[src/rtl/rf_write_arbiter.sv]
// rtl/rf_write_arbiter.sv - register-file write-port arbiter between W stage and aux unit
//
// Shares the single register-file write port between the pipeline W stage and
// a multi-cycle auxiliary unit (divider / memory fill). The W stage normally
// wins. Aux results that cannot go straight to the register file wait in a
// small FIFO. The FIFO drains on idle W cycles, or by stalling W when the FIFO
// is full or (optionally) has waited too long.
//
// Optional feature macro: RF_ARB_STARVE_GUARD_EN
//   defined   : a wait counter forces a drain after MAX_WAIT cycles of waiting
//   undefined : a drain is forced only when the FIFO is full; MAX_WAIT has no effect
//
// Ports
//   clk           in   clock, rising edge
//   reset         in   synchronous active-low reset
//   wb_we_i       in   W-stage write request
//   wb_wa_i       in   W-stage destination register
//   wb_wd_i       in   W-stage write data
//   aux_valid_i   in   aux result valid
//   aux_ready_o   out  aux result accepted this cycle (when valid)
//   aux_wa_i      in   aux destination register
//   aux_wd_i      in   aux write data
//   stall_w_o     out  hold W stage; wb_* ignored this cycle, re-presented next
//   rf_we_o       out  register-file write enable
//   rf_wa_o       out  register-file write address
//   rf_wd_o       out  register-file write data
//   pending_o     out  bit n set while any FIFO entry targets register n
//   fifo_count_o  out  current FIFO occupancy

module rf_write_arbiter #(
  parameter int WIDTH    = 64,
  parameter int DEPTH    = 4,
  parameter int MAX_WAIT = 8
) (
  input  logic                       clk,
  input  logic                       reset,
  input  logic                       wb_we_i,
  input  logic [4:0]                 wb_wa_i,
  input  logic [WIDTH-1:0]           wb_wd_i,
  input  logic                       aux_valid_i,
  output logic                       aux_ready_o,
  input  logic [4:0]                 aux_wa_i,
  input  logic [WIDTH-1:0]           aux_wd_i,
  output logic                       stall_w_o,
  output logic                       rf_we_o,
  output logic [4:0]                 rf_wa_o,
  output logic [WIDTH-1:0]           rf_wd_o,
  output logic [31:0]                pending_o,
  output logic [$clog2(DEPTH):0]     fifo_count_o
);

  localparam int PW = $clog2(DEPTH);
  localparam int CW = PW + 1;

  // FIFO storage; per-slot valid bits let pending_o be rebuilt from contents.
  logic [4:0]       wa_mem [DEPTH];
  logic [WIDTH-1:0] wd_mem [DEPTH];
  logic [DEPTH-1:0] vld_q;
  logic [DEPTH-1:0] vld_d;
  logic [PW-1:0]    head_q;
  logic [PW-1:0]    tail_q;
  logic [CW-1:0]    count_q;
  logic [31:0]      pending_q;
  logic [31:0]      pending_d;

  logic has_entry;
  logic full;
  logic starve;
  logic force_drain;
  logic deq;
  logic bypass;
  logic enq;

  assign has_entry = (count_q != '0);
  assign full      = (count_q == CW'(DEPTH));

`ifdef RF_ARB_STARVE_GUARD_EN
  localparam int WW = $clog2(MAX_WAIT + 1);
  logic [WW-1:0] wait_q;

  assign starve = has_entry && (wait_q == WW'(MAX_WAIT));

  // Counts cycles the head entry has been left waiting; any dequeue or an
  // empty FIFO restarts it.
  always_ff @(posedge clk) begin
    if (!reset) begin
      wait_q <= '0;
    end else if (deq || !has_entry) begin
      wait_q <= '0;
    end else if (wait_q != WW'(MAX_WAIT)) begin
      wait_q <= wait_q + 1'b1;
    end
  end
`else
  // MAX_WAIT has no effect in this build; entries may wait indefinitely.
  assign starve = 1'b0 & (MAX_WAIT > 0);
`endif

  // Every combinational output is qualified by reset so the port stays quiet
  // while reset is held, even before the first clock edge clears state.
  assign force_drain = reset && (full || starve);
  assign deq         = force_drain || (reset && !wb_we_i && has_entry);
  assign aux_ready_o = reset && (!full || deq);
  // Bypass only when nothing is queued, so it can never overtake FIFO entries.
  assign bypass      = reset && !wb_we_i && !has_entry && aux_valid_i;
  assign enq         = aux_valid_i && aux_ready_o && !bypass;

  assign stall_w_o    = force_drain;
  assign pending_o    = pending_q;
  assign fifo_count_o = count_q;

  always_comb begin
    rf_we_o = 1'b0;
    rf_wa_o = '0;
    rf_wd_o = '0;
    if (force_drain) begin
      rf_we_o = 1'b1;
      rf_wa_o = wa_mem[head_q];
      rf_wd_o = wd_mem[head_q];
    end else if (reset && wb_we_i) begin
      rf_we_o = 1'b1;
      rf_wa_o = wb_wa_i;
      rf_wd_o = wb_wd_i;
    end else if (deq) begin
      rf_we_o = 1'b1;
      rf_wa_o = wa_mem[head_q];
      rf_wd_o = wd_mem[head_q];
    end else if (bypass) begin
      rf_we_o = 1'b1;
      rf_wa_o = aux_wa_i;
      rf_wd_o = aux_wd_i;
    end
  end

  // Next-cycle contents. When full, head and tail alias: the clear for the
  // dequeue is applied before the set for the enqueue so the slot stays valid.
  always_comb begin
    logic [4:0] wa_n;
    vld_d     = vld_q;
    pending_d = '0;
    if (deq) vld_d[head_q] = 1'b0;
    if (enq) vld_d[tail_q] = 1'b1;
    for (int i = 0; i < DEPTH; i++) begin
      wa_n = (enq && (tail_q == PW'(i))) ? aux_wa_i : wa_mem[i];
      if (vld_d[i]) pending_d[wa_n] = 1'b1;
    end
  end

  always_ff @(posedge clk) begin
    if (!reset) begin
      head_q    <= '0;
      tail_q    <= '0;
      count_q   <= '0;
      vld_q     <= '0;
      pending_q <= '0;
    end else begin
      if (enq) begin
        wa_mem[tail_q] <= aux_wa_i;
        wd_mem[tail_q] <= aux_wd_i;
        tail_q         <= tail_q + 1'b1;
      end
      if (deq) begin
        head_q <= head_q + 1'b1;
      end
      case ({enq, deq})
        2'b10:   count_q <= count_q + CW'(1);
        2'b01:   count_q <= count_q - CW'(1);
        default: count_q <= count_q;
      endcase
      vld_q     <= vld_d;
      pending_q <= pending_d;
    end
  end

endmodule

[config.mk]
export PLATFORM = sky130hd
export DESIGN_NAME = rf_write_arbiter
export DESIGN_NICKNAME = d
export VERILOG_FILES = /design/src/rtl/rf_write_arbiter.sv
export SDC_FILE = /design/constraint.sdc
export NUM_CORES = 1
export LEC_CHECK = 0
export ABC_AREA = 0
export ABC_CLOCK_PERIOD_IN_PS = 7430
export BUFFER_PORTS_ARGS = -buffer_cell sky130_fd_sc_hd__buf_2
export CAP_MARGIN = 5
export CORE_UTILIZATION = 45
export CTS_BUF_LIST = sky130_fd_sc_hd__clkbuf_4
export DETAILED_ROUTE_END_ITERATION = 12
export PLACE_DENSITY = 0.66
export SYNTH_ARGS = -nofsm -noshare
export SYNTH_HDL_FRONTEND = slang
export SYNTH_SLANG_ARGS = --single-unit
[constraint.sdc]
create_clock -name clk -period 7.43 [get_ports clk]
set_clock_uncertainty 0.1 [all_clocks]
set_input_delay 0.743 -clock clk [delete_from_list [all_inputs] [get_ports clk]]
set_output_delay 0.743 -clock clk [all_outputs]
set_load 0.02 [all_outputs]
# After elaboration in Yosys (flattened, before gate mapping)
# Memories as Yosys holds them, arrays and structs flattened. A register that Yosys moved wholly into a read port is not among the register bits.
# Cells that the tools add are included.
dict set report word_totals {
  ramBits 276
  input_bits 142
  mem_bits_ro 0
  mem_count 2
  out_inout_bits 107
  reg_bits 43
  latchBits 0
}
dict set report classes {
  n_addsub 4
  n_reduce_logical 28
  magnitude_cmp 12
  div 0
  eq_ne 6
  mul 0
  n_bitwise 6
  mux 42
  shift 0
}
# memory words word_bits read_ports rd_ports_with_merged_regs write_ports line_no
set mem_list {}
lappend mem_list {wd_mem 4 64 1 1 1 57} ;# logic [WIDTH-1:0] wd_mem [DEPTH];
lappend mem_list {wa_mem 4 5 5 1 1 56} ;# logic [4:0] wa_mem [DEPTH];
# operator count
set op_table {}
lappend op_table {{2-to-1 mux 64 bit} 4}
lappend op_table {{2-to-1 mux 32 bit} 4}
lappend op_table {{OR 32 bit} 3}
lappend op_table {{2-to-1 mux 5 bit} 8}
lappend op_table {{less-than comparator 5 x 6 -> 1 bit (second input constant)} 4}
lappend op_table {{demux 1 bit (select 5 bit)} 4}
lappend op_table {{>= comparator 5 x 1 -> 1 bit (second input constant)} 4}
lappend op_table {{logical AND 1 bit} 19}
lappend op_table {{2-to-1 mux 1 bit} 13}
lappend op_table {{2-to-1 mux 2 bit} 4}
lappend op_table {{2-to-1 mux 4 bit} 2}
lappend op_table {{== test 2 bit (second input constant)} 3}
lappend op_table {{less-than comparator 2 x 3 -> 1 bit (second input constant)} 2}
lappend op_table {{one-hot mux 3 bit (2 select lines)} 1}
lappend op_table {{adder 2 x 1 -> 2 bit (second input constant)} 2}
lappend op_table {{AND 4 bit} 1}
lappend op_table {{demux 1 bit (select 2 bit)} 2}
lappend op_table {{== test 2 x 1 -> 1 bit (second input constant)} 2}
lappend op_table {{>= comparator 2 x 1 -> 1 bit (second input constant)} 2}
lappend op_table {{zero test 1 bit} 4}
lappend op_table {{inverter 4 bit} 1}
lappend op_table {{OR 4 bit} 1}
lappend op_table {{adder 3 x 1 -> 3 bit (second input constant)} 1}
lappend op_table {{== test 3 bit (second input constant)} 1}
lappend op_table {{other kinds (5)} 6}

# Depth between registers and ports, before layout
dict set report depth {
  depth_word 21
  depth_mapped 13
  depth_no_buf 8
}

# Worst setup path after synthesis
# OpenSTA, ideal clock, no wires.
dict set report synth_timing {
  path_kind {input -> register}
  startpoint {in reset}
  endpoint {reg count_q[2] (netlist: fifo_count_o[2])}
  path_stages 12
  setup_ps 70
  path_buffers 4
  path_slack_ps 4022
  arrival_ps 3238
  required_time_ps 7260
  cell_sequence {buf_2 -> buf_1 -> inv_1 -> nor3_1 -> clkbuf_1 -> clkbuf_1 -> ha_1 -> inv_1 -> fa_1 -> xor2_1 -> or3_1 -> a21oi_1}
}
dict set report synth_between {
  elab_chain_cells 9
  word_cells_on_any_way 15
  cone_classes {eq/ne: 2; mux: 1; reduce/logical: 12}
}
# element line_no
set synth_lines {}
lappend synth_lines {{start: declaration} 36} ;# input logic reset,
lappend synth_lines {{logical AND 1 bit} {102, 105}}
lappend synth_lines {{logical AND 1 bit} 102} ;# assign deq = force_drain || (reset && !wb_we_i && has_entry);
lappend synth_lines {{logical OR 1 bit} 102}
lappend synth_lines {{logical OR 1 bit} 103} ;# assign aux_ready_o = reset && (!full || deq);
lappend synth_lines {{logical AND 1 bit} 103}
lappend synth_lines {{logical AND 1 bit (2 in a row)} 106} ;# assign enq = aux_valid_i && aux_ready_o && !bypass;
lappend synth_lines {{== test 2 x 1 -> 1 bit or == test 2 bit (tied branches)} 165} ;# case ({enq, deq})
lappend synth_lines {{one-hot mux 3 bit (2 select lines) or nonzero test 2 bit (tied branches)} -}
lappend synth_lines {{end signal: assignment} 166} ;# 2'b10: count_q <= count_q + CW'(1);
lappend synth_lines {{end signal: assignment} 167} ;# 2'b01: count_q <= count_q - CW'(1);
lappend synth_lines {{end signal: assignment} 168} ;# default: count_q <= count_q;
lappend synth_lines {{end: declaration} 62} ;# logic [CW-1:0] count_q;
# Parallel ways exist; a longest one is shown, timed or not.
# A chain may end at the register's enable or synchronous reset.

# Final worst setup path
dict set report layout_timing {
  startpoint {reg count_q[0] (netlist: fifo_count_o[0])}
  endpoint {out rf_wd_o[53]}
}
dict set report layout_between {
  elab_chain_cells 8
  word_cells_on_any_way 12
  cone_classes {eq/ne: 1; mux: 4; reduce/logical: 7}
}
# element line_no
set layout_lines {}
lappend layout_lines {{nonzero test 3 bit} 74} ;# assign has_entry = (count_q != '0);
lappend layout_lines {{zero test 1 bit} 105} ;# assign bypass = reset && !wb_we_i && !has_entry && aux_valid_i;
lappend layout_lines {{logical AND 1 bit (2 in a row)} 105}
lappend layout_lines {{2-to-1 mux 64 bit} 128} ;# end else if (bypass) begin
lappend layout_lines {{2-to-1 mux 64 bit} 124} ;# end else if (deq) begin
lappend layout_lines {{2-to-1 mux 64 bit} 120} ;# end else if (reset && wb_we_i) begin
lappend layout_lines {{2-to-1 mux 64 bit *} 116} ;# if (force_drain) begin
lappend layout_lines {{end: declaration} 47} ;# output logic [WIDTH-1:0] rf_wd_o,
# Mark *: on every way between the ends. The rest lies on a longest branch, timed or not.

==> results.txt <==
status = completed
DR iter-0 viols = 953
worst path cell trace = nor4_4 > buf_4 > and3_2 > buf_4 > a22oi_1 > o21ai_0 > buf_2
number of synthesized flops with an enable pin = 276
VDD IR max = 0.1369 mV
layout cells sized above 1 = 34.90%
antenna violations before repair = 2
Resized Gates After CTS = 0
critical setup path kind = reg2out
Synth Cell Area = 14840 um^2
Finished Cell Area = 17450 um^2
vias in the first global route = 10370
main flop type after synthesis = edfxtp_1
MaxCap Viol Count = 0
Port Buffers = 248
Die Wd = 183.6 um
Slew headroom = 22.08%
max-slew violations = 0
Post-CTS Setup Inserts = 0
Critical Path AT = 3.77 ns
TritonRoute pass-1 iters = 5
Tmin final = 4.609 ns
Final Hold Fails = 0
die height = 183.6 um
CTS sink cnt = 321
most used cell along the critical path = buf_4
hold_buf cts = 0
Final setup viols = 0
synthesis-stage register bit count = 321
Starting Density = 45.73%
H-tree Lvls = 3
syn_nets = 1224
Max Fanout on Critical Path = 70
Non-Filler Instances = 1827
cell type of the slowest stage on the worst timing path = o21ai_0
Worst Tran Pin Value = 1.169 ns
DP HPWL = 25.61 mm
placed cell areas = 16400 um^2
CP required = 6.59 ns
cell row count = 66
slowest stage delay, CP = 0.60 ns
GP Congestion = 0.9919
CTS tree = yes
Fin Setup TNS = 0 ns
CTS Root Cell = clkbuf_4
area delta synth->final = 17.59%
placed cell count = 1688
met1 GRT Util = 32.58%
area of the core = 32450 um^2
P_leak = 6.042 nW
HP Class = in2reg
num ports = 249
final design utilization = 53.77%
Bufs on Longest Clock Path = 3
PwrDens = 275.5 nW/um^2
RSZ-0062 raised after global routing = false
sequential-to-total area share from yosys stat = 61.92%
met2 capacity usage during global routing = 35.83%
Synth async-reset ratio = 0%
global-route wire length before repair = 60.07 mm
syn avg cell area = 13.84 um^2
Tcrit/Tclk final = 62.03%
largest net degree at the start of global routing = 71
total CTS buffers = 82
number of remaining DRC errors = 0
number of antenna-violating nets in the routed design = 0
Global Route met3 Usage = 6.240%
vias per cell = 5.989
DR vias = 10940
Hold WS = 0.1451 ns
nets = 1482
Synth Instances = 1072
Syn. warnings = 0
startpoint types = register
CP endpoint kind = output port
final WL = 40.27 mm
worst skew pair latency = 0.73 ns
DIE AREA = 33710 um^2
GRT busiest layer = met2
grt total ovfl = 0
clk slew on worst S/H paths = 0.06 ns
DR WL/cell = 22.04 um
post-synthesis cell type count = 68
gr usage total = 23.76%
Peak Freq = 217.0 MHz
area by class of cell:
class | count | area, um^2
antenna | 1 | 2.502
clock buffer | 106 | 795.8
clock inverter | 32 | 252.7
fill | 2803 | 15000
inverter | 20 | 82.58
multi-input combinational | 643 | 5221
sequential | 321 | 9196
tap | 442 | 553.0
timing repair buffer | 262 | 1346
where the power goes:
part	switching, mW	internal (mW)
Combinational	0.697	0.432
Clock	0.714	0.812
Sequential	0.101	2.05
Total	1.51	3.30
metrics by stage:
| stage | setup slack [ns] | power (mW) |
|---|---|---|
| floorplan | 4.022 | 2.964 |
| global placement | 3.151 | 3.317 |
| detailed placement | 3.081 | 3.328 |
| CTS | 2.802 | 4.860 |
| global route | 2.672 | 5.047 |
| finish | 2.821 | 4.808 |
cell usage after synthesis, types with 6 or more instances:
cell	number	area share (%)
edfxtp_1	276	56
nand2_1	94	2.4
a22oi_1	79	4.0
o21ai_0	77	2.6
mux4_2	69	10
clkbuf_1	64	1.6
dfxtp_1	45	6.1
nand3_1	42	1.4
a21oi_1	25	0.84
nor2_1	25	0.63
nor3_1	22	0.74
a32oi_1	17	1.0
inv_1	16	0.40
o31ai_1	15	0.76
o31a_1	14	0.83
buf_2	13	0.44
or3_1	12	0.51
nand2b_1	10	0.42
o221ai_1	10	0.59
and3_1	9	0.38
ha_1	9	0.76
nand4_1	8	0.34
a31oi_1	7	0.30
buf_1	7	0.18
o211ai_1	7	0.35
o41ai_1	6	0.35
worst paths after layout:
kind | start | end | slack (ns) | cells past startpoint
max | fifo_count_o[0]$_SDFFE_PN0P_ | rf_wd_o[53] | 2.82 | 7
min | aux_wd_i[60] | wd_mem[2][60]$_DFFE_PP_ | 0.15 | 1
max reg2reg | fifo_count_o[0]$_SDFFE_PN0P_ | pending_o[6]$_SDFF_PN0_ | 3.45 | 7
min reg2reg | tail_q[1]$_SDFFE_PN0N_ | tail_q[1]$_SDFFE_PN0N_ | 0.44 | 2
per-layer routing:
layer  wire, um  up-vias  part of all wire (%)
li1           -     4911                     -
met1      16960     5360                    42
met2      18250      568                    45
met3       3799      100                   9.4
met4       1246        2                   3.1
met5         13        -                 0.032
cell families after synthesis:
| group | share of synthesized area [%] |
|---|---|
| xor+xnor | 0.2361 |
| buf+inv | 3.077 |
| compound gates | 14.43 |
| flops | 61.92 |
| simple gates | 8.760 |
| mux | 10.68 |
| fa+ha+maj | 0.8937 |
sequential cells by signal, indices dropped and copies added, names as in the netlist, named ones only:
name / count
fifo_count_o: 3
wa_mem: 20
pending_o: 32
head_q: 2
vld_q: 4
tail_q: 2
wd_mem: 256
layout by cell type, fill, tap and decap left out, drive strengths merged, types with 10 or more instances in the layout:
master	instances
a32oi	17
clkbuf	106
edfxtp	276
dfxtp	45
o221ai	10
buf	262
or3	12
o31a	14
mux4	69
nor3	22
a22oi	79
o21ai	79
a21oi	25
o31ai	20
clkinv	25
nand3	42
nand2b	10
nand2	98
nor2	25
inv	22
worst max-delay path: cells and delay by family, from the launching register on:
family	cells	cell delay (ns)
AO/OA/AOI/OAI	2	0.85
buffers and inverters	3	1.23
flip-flops	1	0.42
AND/OR/NAND/NOR	2	0.51
Power figures use the tool's default switching activity.
